File: src/rtl/div_seq_pkg.sv
// Shared types and constants for the sequential MIPS DIV/DIVU unit.
package div_seq_pkg;

  localparam int DIV_WIDTH = 32;

  typedef enum logic [1:0] {
    DIV_IDLE   = 2'b00,
    DIV_BUSY   = 2'b01,
    DIV_BYZERO = 2'b10,
    DIV_DONE   = 2'b11
  } div_state_e;

endpackage

File: src/rtl/div_step.sv
// One combinational restoring-division iteration on magnitudes.
module div_step
  import div_seq_pkg::*;
#(
  parameter int WIDTH = DIV_WIDTH
) (
  input  logic [WIDTH-1:0] rem,
  input  logic [WIDTH-1:0] quot,
  input  logic [WIDTH-1:0] divisor,
  output logic [WIDTH-1:0] next_rem,
  output logic [WIDTH-1:0] next_quot
);

  logic [WIDTH:0] shifted_s;
  logic [WIDTH:0] diff_s;

  // rem < divisor always holds, so the shifted partial remainder and the
  // trial difference both fit in WIDTH+1 bits; the MSB is the borrow.
  always_comb begin
    shifted_s = {rem, quot[WIDTH-1]};
    diff_s    = shifted_s - {1'b0, divisor};
    if (diff_s[WIDTH] == 1'b0) begin
      next_rem  = diff_s[WIDTH-1:0];
      next_quot = {quot[WIDTH-2:0], 1'b1};
    end else begin
      next_rem  = shifted_s[WIDTH-1:0];
      next_quot = {quot[WIDTH-2:0], 1'b0};
    end
  end

endmodule

File: src/rtl/div_seq.sv
// Iterative restoring divider for MIPS DIV/DIVU with its own sequencing FSM.
// Result is {remainder, quotient}, valid while ready is high.
module div_seq
  import div_seq_pkg::*;
#(
  parameter int WIDTH = DIV_WIDTH
) (
  input  logic               clk,
  input  logic               rst,
  input  logic               start,
  input  logic               signed_div,
  input  logic [WIDTH-1:0]   opdata1,
  input  logic [WIDTH-1:0]   opdata2,
  input  logic               annul,
  input  logic               stall_i,
  output logic [2*WIDTH-1:0] result,
  output logic               ready
);

  localparam int CNT_W = $clog2(WIDTH) + 1;
  localparam logic [CNT_W-1:0] STEPS = CNT_W'(WIDTH);
  localparam logic [CNT_W-1:0] CNT_ONE = {{(CNT_W-1){1'b0}}, 1'b1};

  div_state_e       state_r;
  logic [WIDTH-1:0] rem_r;
  logic [WIDTH-1:0] quot_r;
  logic [WIDTH-1:0] divisor_r;
  logic [CNT_W-1:0] count_r;
  logic             neg_quot_r;
  logic             neg_rem_r;

  logic [WIDTH-1:0] dividend_abs_s;
  logic [WIDTH-1:0] divisor_abs_s;
  logic [WIDTH-1:0] step_rem_s;
  logic [WIDTH-1:0] step_quot_s;
  logic [WIDTH-1:0] fix_quot_s;
  logic [WIDTH-1:0] fix_rem_s;

  // Operand magnitudes at accept, and sign fix-up of the finished magnitudes.
  always_comb begin
    if (signed_div && opdata1[WIDTH-1]) begin
      dividend_abs_s = -opdata1;
    end else begin
      dividend_abs_s = opdata1;
    end
    if (signed_div && opdata2[WIDTH-1]) begin
      divisor_abs_s = -opdata2;
    end else begin
      divisor_abs_s = opdata2;
    end
    if (neg_quot_r) begin
      fix_quot_s = -quot_r;
    end else begin
      fix_quot_s = quot_r;
    end
    if (neg_rem_r) begin
      fix_rem_s = -rem_r;
    end else begin
      fix_rem_s = rem_r;
    end
  end

  div_step #(.WIDTH(WIDTH)) u_step (
    .rem       (rem_r),
    .quot      (quot_r),
    .divisor   (divisor_r),
    .next_rem  (step_rem_s),
    .next_quot (step_quot_s)
  );

  // Sequencing FSM; annul behaves like a soft reset one level below rst.
  always_ff @(posedge clk) begin
    if (rst || annul) begin
      state_r    <= DIV_IDLE;
      ready      <= 1'b0;
      result     <= {(2*WIDTH){1'b0}};
      count_r    <= {CNT_W{1'b0}};
      rem_r      <= {WIDTH{1'b0}};
      quot_r     <= {WIDTH{1'b0}};
      divisor_r  <= {WIDTH{1'b0}};
      neg_quot_r <= 1'b0;
      neg_rem_r  <= 1'b0;
    end else begin
      case (state_r)
        DIV_IDLE: begin
          ready <= 1'b0;
          if (start) begin
            rem_r      <= {WIDTH{1'b0}};
            quot_r     <= dividend_abs_s;
            divisor_r  <= divisor_abs_s;
            count_r    <= {CNT_W{1'b0}};
            neg_quot_r <= signed_div & (opdata1[WIDTH-1] ^ opdata2[WIDTH-1]);
            neg_rem_r  <= signed_div & opdata1[WIDTH-1];
            if (opdata2 == {WIDTH{1'b0}}) begin
              state_r <= DIV_BYZERO;
            end else begin
              state_r <= DIV_BUSY;
            end
          end else begin
            state_r <= DIV_IDLE;
          end
        end
        DIV_BUSY: begin
          if (count_r < STEPS) begin
            rem_r   <= step_rem_s;
            quot_r  <= step_quot_s;
            count_r <= count_r + CNT_ONE;
          end else begin
            result  <= {fix_rem_s, fix_quot_s};
            ready   <= 1'b1;
            state_r <= DIV_DONE;
          end
        end
        DIV_BYZERO: begin
          result  <= {(2*WIDTH){1'b0}};
          ready   <= 1'b1;
          state_r <= DIV_DONE;
        end
        DIV_DONE: begin
          if (stall_i) begin
            ready   <= 1'b1;
            state_r <= DIV_DONE;
          end else begin
            ready   <= 1'b0;
            state_r <= DIV_IDLE;
          end
        end
        default: begin
          ready   <= 1'b0;
          state_r <= DIV_IDLE;
        end
      endcase
    end
  end

endmodule

File: config.mk
export PLATFORM = sky130hd
export DESIGN_NAME = div_seq
export DESIGN_NICKNAME = d
export VERILOG_FILES = /design/src/rtl/div_seq_pkg.sv /design/src/rtl/div_step.sv /design/src/rtl/div_seq.sv
export SDC_FILE = /design/constraint.sdc
export NUM_CORES = 1
export LEC_CHECK = 0
export CAP_MARGIN = 10
export CORE_UTILIZATION = 60
export DETAILED_ROUTE_END_ITERATION = 8
export GPL_TIMING_DRIVEN = 0
export PLACE_DENSITY = 0.95
export SYNTH_ARGS = -nofsm -noshare
export SYNTH_HDL_FRONTEND = slang
export SYNTH_SLANG_ARGS = --single-unit
export TNS_END_PERCENT = 50
File: constraint.sdc
create_clock -name clk -period 4.8 [get_ports clk]
set_input_delay 1.44 -clock clk [delete_from_list [all_inputs] [get_ports clk]]
set_output_delay 1.44 -clock clk [all_outputs]
set_load 0.02 [all_outputs]
=== After elaboration in Yosys (flattened, before gate mapping) ===
Index checks and enable logic that the tools add are counted.

* Input bits: 70
* Register bits after elaboration: 171
* Logic and storage cells: 60
* Output and inout bits: 65

* Order comparisons: 1
* Reductions and logical operators: 10
* Mux-type cells: 25
* Eq/ne operators: 6
* $add $sub $neg: 6
* Bitwise gates (word level): 3

{| class="wikitable"
|+ Operators by type and width
! operator !! count
|-
| 32-bit 2-to-1 mux || 9
|-
| 32-bit negator || 4
|-
| 32-bit case mux with 2 select lines || 2
|-
| 64-bit case mux with 2 select lines || 1
|-
| 64-bit 2-to-1 mux || 1
|-
| 33-bit by 32-bit subtractor with 33-bit output || 1
|-
| 32-bit logical NOT || 1
|-
| 6-bit 2-to-1 mux || 2
|-
| 6-bit case mux with 2 select lines || 1
|-
| 2-bit 2-to-1 mux || 4
|-
| 2-bit case mux with 4 select lines || 1
|-
| 6-bit by 1-bit adder with 6-bit output (second input constant) || 1
|-
| 6-bit < comparator (second input constant) || 1
|-
| 2-bit != test (second input constant) || 3
|-
| 2-bit == test (second input constant) || 2
|-
| 1-bit case mux with 4 select lines || 1
|-
| 2-bit AND reduction || 2
|-
| 2-bit nonzero test || 2
|-
| 1-bit 2-to-1 mux || 3
|-
| 3-bit AND reduction || 1
|-
| 1-bit bitwise AND || 2
|-
| 2-bit by 1-bit == test with 1-bit output (second input constant) || 1
|-
| 1-bit logical AND || 2
|-
| 2-bit logical NOT || 1
|-
| 2 further kinds || 2
|}

=== Longest topological paths before layout ===
* Depth after elaboration: 4
* Mapped depth: 15
* Gate-level depth less buffers: 13

=== Cells and area by module ===
A second synthesis with hierarchy kept.

* Cell total of the unflattened synthesis: 1434
* Area, all modules: 11342.1 µm²

{| class="wikitable"
|+ Modules (own cells, without submodules)
! module !! area each (µm²) !! sequential area each (µm²) !! cells an instance !! times used
|-
| div_seq || 8750.9 || 3423.3 || 1098 || 1
|-
| div_step || 2591.2 || 0.0 || 336 || 1
|}

=== Least setup slack after synthesis ===
OpenSTA, ideal clock, no wires.

* Kind: input to register
* Start point: input port opdata1[8]
* End point: register quot_r[29]
* Required time: 4.668 ns
* Cell stages on the path: 10
* Setup time: 0.132 ns
* Buffers on the path: 0
* Arrival: 3.438 ns
* Slack: 1.230 ns
* Cell sequence: or4_4 nor3_2 and3b_2 nand3_1 or4_4 o41ai_2 xor2_1 o21ai_0 nand2_1 a21oi_1

* Longest elaborated chain between the ends: 4

{| class="wikitable"
|+ RTL lines
! what !! line !! RTL
|-
| start, declared || div_seq.sv:12 || <nowiki>input logic [WIDTH-1:0] opdata1,</nowiki>
|-
| 32-bit negator || div_seq.sv:42 || <nowiki>dividend_abs_s = -opdata1;</nowiki>
|-
| 32-bit 2-to-1 mux || div_seq.sv:41 || <nowiki>if (signed_div && opdata1[WIDTH-1]) begin</nowiki>
|-
| 32-bit 2-to-1 mux || div_seq.sv:87 || <nowiki>if (start) begin</nowiki>
|-
| 32-bit case mux with 2 select lines || div_seq.sv:84 || <nowiki>case (state_r)</nowiki>
|-
| end signal, assigned || div_seq.sv:79 || <nowiki>quot_r <= {WIDTH{1'b0}};</nowiki>
|-
| end signal, assigned || div_seq.sv:89 || <nowiki>quot_r <= dividend_abs_s;</nowiki>
|-
| end signal, assigned || div_seq.sv:106 || <nowiki>quot_r <= step_quot_s;</nowiki>
|-
| end, declared || div_seq.sv:26 || <nowiki>logic [WIDTH-1:0] quot_r;</nowiki>
|}

Every way passes these cells. The select of a mux whose other input is x is not followed.
A chain may end at the register's enable or synchronous reset.

=== Worst setup path after layout ===
* Start point: input port opdata1[2]
* End point: register quot_r[29]

The elaborated chain is that of the path after synthesis.

==> impl_metrics.json <==
{
  "place.gp.congestion": 0.9247,
  "slew_headroom": 0.1411,
  "antenna_cells": 0,
  "routed_wl_um": 32640,
  "syn_inst": 1412,
  "wl_per_cell_um": 18.12,
  "synthArstFlopShare": 0,
  "fmax_mhz": 243.8,
  "final_cell_area_sq_mm": 0.01301,
  "rsz0062_at_grt": "no",
  "drc": 0,
  "crit_required_ns": 5.11,
  "drtPass1Iterations": 8,
  "clk_pin_slew_ns": 0.07,
  "die_area_sq_mm": 0.01846,
  "slowest_stage": "clkdlybuf4s50_1",
  "hold_buffers": 0,
  "yosys.cell_count.top_type": "nand2_1",
  "cp_slowest_stage_delay_ns": 0.47,
  "p_comb_frac": 0.180,
  "arrival_ns": 4.41,
  "ys_seq_elements": 171,
  "area_delta_synth_final_pct": 21.00,
  "slew_violations": 0,
  "grt_pass1_vias": 10379,
  "cp_max_fo": 5,
  "clockBufferDepth": 2,
  "p_int_mw": 2.632,
  "ys_types": 67,
  "power_frac_seq": 0.407,
  "p_leak_nw": 4.821,
  "swShare": 0.2788,
  "numCtsBuffers": 17,
  "p_sw_mw": 1.018,
  "holdWs_ns": 0.4577,
  "synth-edff-count": 0,
  "vias": 11314,
  "post_dp_cell_area_sq_mm": 0.01238,
  "die_h_um": 135.9,
  "grt_usage": 0.3544,
  "vdd_drop_max_mv": 0.2653,
  "totalPowerFinal_mw": 3.649,
  "setup_ws_ns": 0.6977,
  "dr.first_iter.drc_count": 1452,
  "critPathLaunchType": "input port",
  "syn_area_per_cell_sq_um": 7.616,
  "boundaryPins": 135,
  "grt_max_degree": 17,
  "synth_top_area_frac": 0.3183,
  "synthTopCellsByCount": "191 x nand2_1, 171 x dfxtp_1, 135 x nor2_1",
  "dp.cells": 1771,
  "synth_top_area_cell": "dfxtp_1",
  "period_needed_ns": 4.102,
  "grt.overflow.total": 0,
  "cts_root_buf": "clkbuf_16",
  "worst_pin_slew_ns": 1.278,
  "critPathCaptureType": "register",
  "htreeDepth": 4,
  "port-buffer-count": 134,
  "finalNetCount": 1678,
  "hold_viol": 0,
  "min_period_over_period": 0.8546,
  "instances_no_fill": 1801,
  "synth_nets": 1525,
  "grt_first_pass_wirelength_um": 51500,
  "setup.worst_path.start": "opdata1[2]",
  "post_cts_resized": 0,
  "path_delay_family": "simple AND/OR/NAND/NOR gates",
  "critPathBufInv": 1,
  "coreArea_sq_mm": 0.01742,
  "setup-tns-final_ns": 0,
  "synthesis.area_sq_mm": 0.01075,
  "drive_above_1_share": 0.03934,
  "initial_core_util": 0.6175,
  "post-route-util": 0.7471,
  "cts_sinks": 171,
  "status": "finished clean",
  "pre_cts_ws_ns": 0.3185,
  "ant_nets": 0,
  "crit_type": "input port to register",
  "p_per_area_mw_per_mm2": 280.5,
  "synth_seq_area_share": 0.3183,
  "hpwl_um": 23820,
  "antenna_found_initial": 0,
  "fillers": 1282,
  "viasPerCell": 6.282,
  "die_w_um": 135.9,
  "synth_ff_type": "dfxtp_1",
  "crit_chain": "clkdlybuf4s50_1, or3_4, nor4_2, and3b_2, nand3_1, or4_4, o41ai_2, xor2_1, o21ai_0, nand2_1, a21oi_1",
  "maxCapViolCount": 0,
  "r2r_start": "rem_r[0]",
  "hold_class": "register to register",
  "p_clk_frac": 0.412,
  "cts_setup_buffers": 0,
  "clock_latency_ns": 0.45,
  "cts_tree": "yes",
  "skew_ns": 0.01189,
  "rows": 48,
  "setup_viol": 0,
  "synth.area.top_cells": "dfxtp_1 32%, xnor2_1 6.8%, nand2_1 6.7%",
  "min-delay-start": "divisor_r[31]",
  "yosysWarnings": 0
}
## sequential cells by signal, indices dropped and copies added, names as in the netlist
name        flops
neg_quot_r      1
ready           1
count_r         6
quot_r         32
rem_r          32
neg_rem_r       1
state_r         2
result         64
divisor_r      32
## kinds of logic after synthesis
kind of cell	share of synthesized area
XOR/XNOR	0.1173
buffers and inverters	0.04852
flip-flops	0.3183
multiplexers	0.002792
adder cells (fa/ha/maj)	0.05073
AND/OR/NAND/NOR	0.2278
AO/OA/AOI/OAI	0.2346
## worst register-to-register path, delay by kind of cell (launching register included)
family,cells,cell delay [ns]
AO/OA/AOI/OAI,5,1.07
buffers and inverters,3,0.89
AND/OR/NAND/NOR,4,0.63
flip-flops,1,0.54
adder cells (fa/ha/maj),1,0.44
XOR/XNOR,1,0.21
## placed cells by master, fill, tap and decap left out, types with 42 or more instances in the layout
| cell type | instances |
|---|---|
| ha_1 | 42 |
| a21oi_1 | 94 |
| clkdlybuf4s50_1 | 134 |
| nor2_1 | 135 |
| nand3_1 | 83 |
| inv_1 | 58 |
| a22oi_1 | 46 |
| o21ai_0 | 110 |
| xnor2_1 | 84 |
| nand2_1 | 191 |
| clkbuf_1 | 68 |
| xor2_1 | 60 |
| dfxtp_1 | 171 |
## cell type report
type,count,area (sq um),area share
plain buffers,79,304.0,0.02337
clock buffers,20,446.7,0.03433
clock inverters,10,188.9,0.01452
inverters,58,217.7,0.01673
multi-input cells,1104,6809,0.5233
flip-flops and latches,171,3423,0.2631
well taps,225,281.5,0.02163
repair buffers,134,1341,0.1031
## metal layers
metal | wire [um] | GRT usage | up-vias | share of wire
met2 | 14340 | 0.5519 | 698 | 0.44
met4 | 1115 | 0.1420 | 0 | 0.034
met3 | 3756 | 0.07681 | 120 | 0.12
met1 | 13430 | 0.4752 | 5185 | 0.41
met5 | 0 | 0 | - | 0
li1 | - | - | 5311 | -
## path summary, 6_finish.rpt
check | endpoint | slack, ns | depth (start not counted)
worst min-delay path | divisor_r[31] | 0.46 | 2
worst min register to register | divisor_r[31] | 0.46 | 2
worst max-delay path | quot_r[29] | 0.70 | 11
worst max register to register | rem_r[4] | 0.96 | 14
## power by group through the flow
stage	clock (mW)	combinational (mW)	sequential, mW
floorplan	0	0.422	1.50
global placement	0	0.604	1.51
detailed placement	0	0.625	1.51
CTS	1.49	0.637	1.48
global route	1.56	0.709	1.49
finish	1.51	0.658	1.49
Note: power is estimated with default switching activity, not from simulation.
==> edit, RTL diff (same flow settings) <==
Change the package constant `DIV_WIDTH` from 32 to 64.
--- a/src/rtl/div_seq_pkg.sv
+++ b/src/rtl/div_seq_pkg.sv
@@ -1,7 +1,7 @@
 // Shared types and constants for the sequential MIPS DIV/DIVU unit.
 package div_seq_pkg;
 
-  localparam int DIV_WIDTH = 32;
+  localparam int DIV_WIDTH = 64;
 
   typedef enum logic [1:0] {
     DIV_IDLE   = 2'b00,
Ports: changed (resized opdata1, opdata2 and result); port bits go from 135 to 263. No check against the original RTL was run, so the function may have changed too.
==> edit against the original RTL <==
Worst setup slack got worse by 0.63 ns. Via count rose by 110%. Combinational power rose by 82%. Design area rose by 100%. Critical path depth rose by 3. Wire length rose by 140%. Die area rose by 98%. Power rose by 96%. Non-clock buffer count rose by 227. Register-to-register slack got worse by 0.81 ns. Hold slack got worse by 0.0067 ns. Sequential cell count rose by 161. Area after synthesis rose by 99%. Largest power group unchanged. Highest routed layer is now met5.
==> edit: results (changes against the original RTL) <==
Clock network
The maximum count of clock buffers along a single path was 3 (+1). The clock insertion delay at the later pin of the skew report is 0.56 ns (+0.11 ns). The maximum level of the CTS H-tree is 2 (-2).

Layout
The post-layout instance count excluding filler cells is 3687 (+100%). The clock tree cell share of total cell area is 5.08% (+0.19 points). The portion of the layout cell area used by non-clock buffers came to 12.7% (+0.052 points). The share of cells above drive strength 1 was 3.50% (-0.43 points). The final layout net count is 3409 (+100%). The sequential cell count of the final layout is 332 (+94%).

The flip-flop count of the largest register after layout came to 128 (+100%). The multi-input gate share of total cell area was 53.1% (+0.74 points).

Pwr
The share of total power in sequential cells is 40.0% (-0.7 points). The leakage power total is 9.69 nW (+100%). The maximum ir drop on the vdd rail is 0.330 mV (+24%). The net switching power came to 2.06 mW (+100%). The power density over the cells came to 275 nW/µm² (-2.0%).

Placed design
The routability congestion estimate is 1.04 (+12%). The instance area at placement came to 24600 µm² (+99%). The number of placed instances with taps included was 3616 (+100%).

Global routing
The pin count of the biggest net entering global routing was 15 (-2). The global-route wire length before repair came to 121 mm (+130%). The total global-route track usage is 42.2% (+6.8 points).

Floorplanning
The die area is 36500 µm² (+98%).

Route
The initial DRC count is 2706 (+86%). The routed wirelength normalized by instance count is 21.5 µm (+18%). The routed metal-1 wirelength is 29.8 mm (+120%). The first-pass iteration count of the detailed router is 7 (-1).

Logic synthesis
The mean instance size in the synthesized netlist is 7.39 µm² (-2.9%). The synthesized-area fraction occupied by adder cells is 4.41% (-0.66 points). The multiplexer fraction of the synthesized cell area is 0.385% (+0.11 points). The synthesized-area fraction occupied by xor and xnor cells came to 12.2% (+0.49 points). After synthesis, the most frequently instantiated cells are sky130_fd_sc_hd__nand2_1 (403), sky130_fd_sc_hd__dfxtp_1 (332), sky130_fd_sc_hd__nor2_1 (293), sky130_fd_sc_hd__o21ai_0 (285), sky130_fd_sc_hd__a21oi_1 (245).

Setup path
The length in cells of the worst reg-to-reg path is 16 (+2). The highest cell delay on the worst timing path is 0.53 ns (+0.06 ns).

Run status
The run finished with clean final reports.

Timing
The maximum clock skew at final layout is 0.0244 ns (+0.0125 ns).
[edit: cell types whose count changed in the layout (fill, tap and decap cells not counted), moves of 53 or more]
cell / unedited run / this run
sky130_fd_sc_hd__nand2_1: 191 / 402
sky130_fd_sc_hd__clkdlybuf4s50_1: 134 / 262
sky130_fd_sc_hd__nand3_1: 83 / 30
sky130_fd_sc_hd__dfxtp_1: 171 / 332
sky130_fd_sc_hd__clkbuf_1: 68 / 157
sky130_fd_sc_hd__xor2_1: 60 / 127
sky130_fd_sc_hd__o21ai_0: 110 / 284
sky130_fd_sc_hd__xnor2_1: 84 / 172
sky130_fd_sc_hd__a21oi_1: 94 / 245
sky130_fd_sc_hd__nor2_1: 135 / 292
[edit: worst paths after layout]
check                              startpoint             to  slack [ns]
worst max-delay path               opdata1[0]     quot_r[58]        0.07
worst min-delay path            divisor_r[17]  divisor_r[17]        0.45
worst max register to register     quot_r[63]      rem_r[21]        0.15
worst min register to register  divisor_r[17]  divisor_r[17]        0.45
